**src/rtl/machine_mode_types_1_12_pkg.sv**
```systemverilog
// Shared machine-mode trap types: sequencer states, cause codes, vector-mode
// encoding and the trap target helper.
package machine_mode_types_1_12_pkg;

  localparam int unsigned XLEN    = 32;
  localparam int unsigned CAUSE_W = 4;

  typedef enum logic [1:0] {
    TRAP_IDLE,
    TRAP_DRAIN,
    TRAP_REDIRECT,
    TRAP_SLEEP
  } trap_state_t;

  localparam logic [CAUSE_W-1:0] EXC_MAL_INSN     = 4'd0;
  localparam logic [CAUSE_W-1:0] EXC_FAULT_INSN   = 4'd1;
  localparam logic [CAUSE_W-1:0] EXC_ILLEGAL_INSN = 4'd2;
  localparam logic [CAUSE_W-1:0] EXC_BREAKPOINT   = 4'd3;
  localparam logic [CAUSE_W-1:0] EXC_MAL_L        = 4'd4;
  localparam logic [CAUSE_W-1:0] EXC_FAULT_L      = 4'd5;
  localparam logic [CAUSE_W-1:0] EXC_MAL_S        = 4'd6;
  localparam logic [CAUSE_W-1:0] EXC_FAULT_S      = 4'd7;
  localparam logic [CAUSE_W-1:0] EXC_ENV          = 4'd11;

  localparam logic [CAUSE_W-1:0] INT_SOFT  = 4'd3;
  localparam logic [CAUSE_W-1:0] INT_TIMER = 4'd7;
  localparam logic [CAUSE_W-1:0] INT_EXT   = 4'd11;

  localparam logic [1:0] TRAP_VEC_MODE = 2'b01;

  typedef struct packed {
    logic               valid;
    logic               is_int;
    logic [CAUSE_W-1:0] code;
  } trap_cause_t;

  // Handler address: aligned base, offset by code*4 only for vectored interrupts.
  function automatic logic [XLEN-1:0] trap_target(input logic [XLEN-1:0] mtvec,
                                                  input trap_cause_t     cause);
    logic [XLEN-1:0] base;
    base = {mtvec[XLEN-1:2], 2'b00};
    if (mtvec[1:0] == TRAP_VEC_MODE && cause.is_int) begin
      return base + XLEN'({cause.code, 2'b00});
    end
    return base;
  endfunction

endpackage

```
**src/rtl/priv_cause_prio.sv**
```systemverilog
// Fixed-priority selection of one trap cause from exception flags and
// enabled interrupts; also flags any mask-enabled pending interrupt for wake.
module priv_cause_prio
  import machine_mode_types_1_12_pkg::*;
(
  input  logic        fault_insn,
  input  logic        mal_insn,
  input  logic        illegal_insn,
  input  logic        breakpoint,
  input  logic        env,
  input  logic        mal_l,
  input  logic        fault_l,
  input  logic        mal_s,
  input  logic        fault_s,
  input  logic        timer_int,
  input  logic        soft_int,
  input  logic        ext_int,
  input  logic        mie_global,
  input  logic [2:0]  mie_mask,
  output trap_cause_t cause_c,
  output logic        wake_c
);

  logic [2:0] int_pend;

  // mie_mask is {MEIE, MTIE, MSIE}
  assign int_pend = {ext_int, timer_int, soft_int} & mie_mask;
  assign wake_c   = |int_pend;

  always_comb begin
    cause_c = '0;
    if (fault_insn)        cause_c = {1'b1, 1'b0, EXC_FAULT_INSN};
    else if (mal_insn)     cause_c = {1'b1, 1'b0, EXC_MAL_INSN};
    else if (illegal_insn) cause_c = {1'b1, 1'b0, EXC_ILLEGAL_INSN};
    else if (breakpoint)   cause_c = {1'b1, 1'b0, EXC_BREAKPOINT};
    else if (env)          cause_c = {1'b1, 1'b0, EXC_ENV};
    else if (mal_l)        cause_c = {1'b1, 1'b0, EXC_MAL_L};
    else if (mal_s)        cause_c = {1'b1, 1'b0, EXC_MAL_S};
    else if (fault_l)      cause_c = {1'b1, 1'b0, EXC_FAULT_L};
    else if (fault_s)      cause_c = {1'b1, 1'b0, EXC_FAULT_S};
    else if (mie_global && int_pend[2]) cause_c = {1'b1, 1'b1, INT_EXT};
    else if (mie_global && int_pend[0]) cause_c = {1'b1, 1'b1, INT_SOFT};
    else if (mie_global && int_pend[1]) cause_c = {1'b1, 1'b1, INT_TIMER};
  end

endmodule

```
**src/rtl/priv_trap_sequencer.sv**
```systemverilog
// Machine-mode trap/return sequencer: selects an event, waits for the pipe to
// drain, then redirects fetch for one cycle with a matching CSR commit pulse.
module priv_trap_sequencer
  import machine_mode_types_1_12_pkg::*;
#(
  parameter logic [XLEN-1:0] RESET_PC = 32'h0000_0200
) (
  input  logic            CLK,
  input  logic            nRST,
  input  logic            fault_insn,
  input  logic            mal_insn,
  input  logic            illegal_insn,
  input  logic            breakpoint,
  input  logic            env,
  input  logic            mal_l,
  input  logic            fault_l,
  input  logic            mal_s,
  input  logic            fault_s,
  input  logic            ret,
  input  logic            wfi,
  input  logic [XLEN-1:0] epc,
  input  logic [XLEN-1:0] badaddr,
  input  logic            pipe_clear,
  input  logic            ex_mem_stall,
  input  logic            timer_int,
  input  logic            soft_int,
  input  logic            ext_int,
  input  logic            mie_global,
  input  logic [2:0]      mie_mask,
  input  logic [XLEN-1:0] mtvec,
  input  logic [XLEN-1:0] mepc_r,
  output logic            insert_pc,
  output logic [XLEN-1:0] priv_pc,
  output logic            intr,
  output logic            trap_commit,
  output logic            ret_commit,
  output logic [XLEN-1:0] mcause,
  output logic [XLEN-1:0] mepc_w,
  output logic [XLEN-1:0] mtval_w,
  output logic            wfi_stall
);

  trap_state_t     state_q, state_n;
  trap_cause_t     cause_c;
  logic            wake_c;
  logic            take_trap_c, take_ret_c, redirect_n;
  logic            is_ret_q, is_ret_n;
  logic [XLEN-1:0] target_q, target_n;
  logic [XLEN-1:0] mcause_d, mepc_d, mtval_d;
  logic            insert_d, intr_d, trap_commit_d, ret_commit_d, wfi_stall_d;

  priv_cause_prio u_prio (
    .fault_insn  (fault_insn),
    .mal_insn    (mal_insn),
    .illegal_insn(illegal_insn),
    .breakpoint  (breakpoint),
    .env         (env),
    .mal_l       (mal_l),
    .fault_l     (fault_l),
    .mal_s       (mal_s),
    .fault_s     (fault_s),
    .timer_int   (timer_int),
    .soft_int    (soft_int),
    .ext_int     (ext_int),
    .mie_global  (mie_global),
    .mie_mask    (mie_mask),
    .cause_c     (cause_c),
    .wake_c      (wake_c)
  );

  assign take_trap_c = (state_q == TRAP_IDLE) && cause_c.valid;
  assign take_ret_c  = (state_q == TRAP_IDLE) && !cause_c.valid && ret;

  always_ff @(posedge CLK or negedge nRST) begin
    if (!nRST) state_q <= TRAP_IDLE;
    else       state_q <= state_n;
  end

  always_comb begin
    state_n = state_q;
    unique case (state_q)
      TRAP_IDLE: begin
        if (cause_c.valid || ret) state_n = TRAP_DRAIN;
        else if (wfi)             state_n = TRAP_SLEEP;
      end
      TRAP_DRAIN:    if (pipe_clear && !ex_mem_stall) state_n = TRAP_REDIRECT;
      TRAP_REDIRECT: state_n = TRAP_IDLE;
      TRAP_SLEEP:    if (wake_c) state_n = TRAP_IDLE;
      default:       state_n = TRAP_IDLE;
    endcase
  end

  // Cause and target are frozen at selection; flags seen later are ignored.
  always_comb begin
    is_ret_n = is_ret_q;
    target_n = target_q;
    mcause_d = mcause;
    mepc_d   = mepc_w;
    mtval_d  = mtval_w;
    if (take_trap_c) begin
      is_ret_n                  = 1'b0;
      target_n                  = trap_target(mtvec, cause_c);
      mcause_d                  = '0;
      mcause_d[XLEN-1]          = cause_c.is_int;
      mcause_d[CAUSE_W-1:0]     = cause_c.code;
      mepc_d                    = epc;
      mtval_d                   = cause_c.is_int ? '0 : badaddr;
    end else if (take_ret_c) begin
      is_ret_n = 1'b1;
      target_n = mepc_r;
    end
    redirect_n    = (state_n == TRAP_REDIRECT);
    insert_d      = redirect_n;
    trap_commit_d = redirect_n && !is_ret_n;
    ret_commit_d  = redirect_n && is_ret_n;
    intr_d        = ((state_n == TRAP_DRAIN) || redirect_n) && !is_ret_n;
    wfi_stall_d   = (state_n == TRAP_SLEEP);
  end

  always_ff @(posedge CLK or negedge nRST) begin
    if (!nRST) begin
      is_ret_q    <= 1'b0;
      target_q    <= RESET_PC;
      mcause      <= '0;
      mepc_w      <= '0;
      mtval_w     <= '0;
      insert_pc   <= 1'b0;
      intr        <= 1'b0;
      trap_commit <= 1'b0;
      ret_commit  <= 1'b0;
      wfi_stall   <= 1'b0;
    end else begin
      is_ret_q    <= is_ret_n;
      target_q    <= target_n;
      mcause      <= mcause_d;
      mepc_w      <= mepc_d;
      mtval_w     <= mtval_d;
      insert_pc   <= insert_d;
      intr        <= intr_d;
      trap_commit <= trap_commit_d;
      ret_commit  <= ret_commit_d;
      wfi_stall   <= wfi_stall_d;
    end
  end

  assign priv_pc = insert_pc ? target_q : RESET_PC;

endmodule
```
**config.mk**
```make
export PLATFORM = sky130hd
export DESIGN_NAME = priv_trap_sequencer
export DESIGN_NICKNAME = d
export VERILOG_FILES = /design/src/rtl/machine_mode_types_1_12_pkg.sv /design/src/rtl/priv_cause_prio.sv /design/src/rtl/priv_trap_sequencer.sv
export SDC_FILE = /design/constraint.sdc
export NUM_CORES = 1
export LEC_CHECK = 0
export CAP_MARGIN = 0
export CORE_ASPECT_RATIO = 0.8
export CORE_MARGIN = 5
export CORE_UTILIZATION = 44
export DETAILED_ROUTE_END_ITERATION = 10
export PLACE_DENSITY_LB_ADDON = 0.08
export SETUP_SLACK_MARGIN = 0.02
export SYNTH_ARGS = -nofsm -noshare
export SYNTH_HDL_FRONTEND = slang
export SYNTH_SLANG_ARGS = --single-unit
export TNS_END_PERCENT = 50
```
**constraint.sdc**
```tcl
create_clock -name CLK -period 4 [get_ports CLK]
set_input_delay 0.8 -clock CLK [delete_from_list [all_inputs] [get_ports CLK]]
set_output_delay 0.8 -clock CLK [all_outputs]
set_load 0.05 [all_outputs]
```
==> impl_results.md <==
- Status: finished clean
- Chip Width: 137 µm
- Final hold viol count: 0
- R2r startpoint: state_q[0]$_DFF_PN0_
- Ys Warns: 0
- Vias per cell: ~5.0
- Initial DRT Pass Iterations: 5
- First-pass GRT wire length: slightly below 30 mm
- Post-synth top flop: dfrtp_1
- Area growth, synth to finish: 52.6%
- Sequential cell area: roughly 2700 µm²
- Synth area leader: dfrtp_1
- Routed len/inst: 17.3 µm
- Die footprint: 15300 µm²
- Max Fclk: approximately 260 MHz
- Post-DP HPWL: 14.1 mm
- Clock Sink Count: 109
- Gpl congestion: about 0.93
- Synth cell types: 52
- CP Capture Type: flop
- Most common cell after layout, fill and taps aside: clkdlybuf4s50_1
- Hold bufs inserted after CTS: 0
- Final Slew Violations: 0
- Vias in the first global route: 5587
- Htree depth: 3
- Hold slack: 0.392 ns
- Die Height: 112 µm
- Tot Pwr: approximately 6.7 mW
- Setup TNS: 0 ns
- VDD IR-drop max: 0.642 mV
- Overflow after GRT: 0
- Largest net degree at the start of global routing: 55
- Leakage Power: 3.83 nW
- Top cells by area, synth: dfrtp_1, nand2_1, and2_1
- Hold crit path type: in2async
- IO Pins: around 280
- Top cell type's share of synthesized area: 47.7%
- Rows: 37
- Most frequent cells in the layout: clkdlybuf4s50_1, nand2_1, dfrtp_1
- Layout cell share with drive strength beyond 1: 6.11%
- Initial antenna violation count: 1
- # fillers: about 1100
- Via count: 5389
- Cell count after placement: 1058
- Synthesis-stage register bit count: 109
- Seq/Total Area, Yosys: 48.2%
- CP Data Arrival Time: 3.97 ns
- Worst skew pair latency: 0.35 ns
- Post-synth EDFFs: 0
- Initial Utilization: 44.5%
- Slew HR: 27.1%
- Synth async-reset ratio: 100%
- Unrepaired setup endpoints after global routing: false
- Max Cap Viol: 0
- R2R setup slack: 1.51 ns
- All-Layer GR Usage: 24.0%
- Fin nets: between 1000 and 1500
- WP data required: 4.18 ns
- Area of the multi-input gates: 2680 µm²
- Mean post-synth cell area: around 9 µm²
- Clock Tree Buf Depth: 2
- DRT iter0 DRCs: between 300 and 400
- Pwr Density: 771 nW/µm²
- Setup ws final: roughly 0.21 ns
- Final setup violation count: 0
- Post-detailed-route count of antenna-violating nets: 0
- CTS root buffer: clkbuf_16
- DRC viols: 0
- Slew @ Worst Pin: 1.09 ns
- R2R depth: 6
- CTS Buf Count: 9
- Synth Instances: 644
- Min Clock Period, post-route: between 3 and 4 ns
- Reg2reg end: target_q[15]$_DFFE_PN0P_
- Max FO, Critical Path: 8
- Core area: roughly 13000 µm²
- # diodes: 0
- CTS tree: built
- Port buffer count: 255
- Non-filler cells, final: about 1100
- Element type at the critical path start: primary input
- Pre-CTS worst setup slack: -0.418 ns
- Setup Skew: just over 0.006 ns
- Final period utilization: 94.7%
- Post-Syn Area: 5670 µm²
- Clock transition at path regs: 0.08 ns
- Worst setup path class: in2reg
- Post-Route WL: 18.6 mm
[cell type report]
class / instances / share of cell area, %
clock buffer: 10 / 2.65
clock inverter: 6 / 0.622
inverter: 4 / 0.174
multi-input combinational: 495 / 31.0
sequential: 109 / 31.6
tap: 175 / 2.53
timing repair buffer: 276 / 31.5
[flip-flops by register name (all words and copies together) (netlist names)]
register / count
state_q: 2
target_q: 32
mtval_w: 32
ret_commit: 1
mcause: 5
is_ret_q: 1
trap_commit: 1
insert_pc: 1
wfi_stall: 1
intr: 1
mepc_w: 32
[critical path, cell delays in order]
cell and delay, ns:
clkdlybuf4s50_1 0.50, a222oi_1 0.09, buf_4 0.15, nor2b_2 0.19, o21bai_1 0.09, and3b_1 0.19, a2111oi_2 0.53, fa_1 0.29
a21o_1 0.12, a21o_1 0.12, nand3_1 0.32, nor3_1 0.35, xnor2_1 0.15, a21oi_1 0.08
[power breakdown]
part	internal [mW]	leakage (nW)	total (mW)	switching (mW)
logic	1.28	2.35	3.89	2.61
registers	1.62	1.34	1.92	0.293
clock network	0.436	0.136	0.859	0.424
total	3.34	3.83	6.67	3.32
[cell families after synthesis]
logic type	count (synthesis)	synth area share, %
AND/OR/NAND/NOR	347	29.0
XOR/XNOR	27	4.17
AO/OA/AOI/OAI	83	9.45
buffers and inverters	66	6.67
flip-flops	109	48.2
multiplexers	4	0.773
other	1	0.0662
adder cells (fa/ha/maj)	7	1.68
[timing repair]
item | CTS | global route
pin swaps | 0 | 1
resized for setup | 1 | 1
setup endpoints to repair | 10 | 14
buffers inserted | 0 | 1
[synth_stat cells (all sizes together) (2+ instances only)]
cell type    n
nand2      186
dfrtp      108
nand3       49
and2        45
buf         45
xnor2       23
nor2        21
o21ai       20
a21oi       19
clkbuf      17
nor3        15
a22oi       14
a211oi      10
and3         9
ha           6
nand4        6
nand2b       5
a21o         4
inv          4
nor4         4
xor2         4
mux2         3
nor2b        3
o211ai       3
a22o         2
and3b        2
o21a         2
[worst max path at each step]
| stage | start | end | slack [ns] | cells after the start |
|---|---|---|---|---|
| floorplan | ext_int | target_q[18]$_DFFE_PN0P_ | 0.53 | 13 |
| global placement | mie_mask[2] | target_q[22]$_DFFE_PN0P_ | -0.30 | 13 |
| detailed placement | soft_int | target_q[20]$_DFFE_PN0P_ | -0.42 | 13 |
| CTS | soft_int | target_q[20]$_DFFE_PN0P_ | 0.14 | 13 |
| global route | mie_mask[2] | target_q[20]$_DFFE_PN0P_ | 0.03 | 14 |
| finish | soft_int | target_q[20]$_DFFE_PN0P_ | 0.21 | 14 |
[per-stage QoR]
stage,util (%),instance area [µm²]
2_1_floorplan,-,5760
3_3_place_gp,65.6,8350
3_5_place_dp,65.6,8350
4_1_cts,67.8,8630
5_1_grt,67.9,8640
6_report,67.9,8640
[layer usage]
layer	wire length, µm	global-route usage [%]	vias up
met5	13	0	-
met4	315	5.52	2
met3	1840	8.36	31
met2	8960	40.7	213
met1	7440	29.4	2544
li1	-	-	2599
Power figures use the tool's default switching activity.
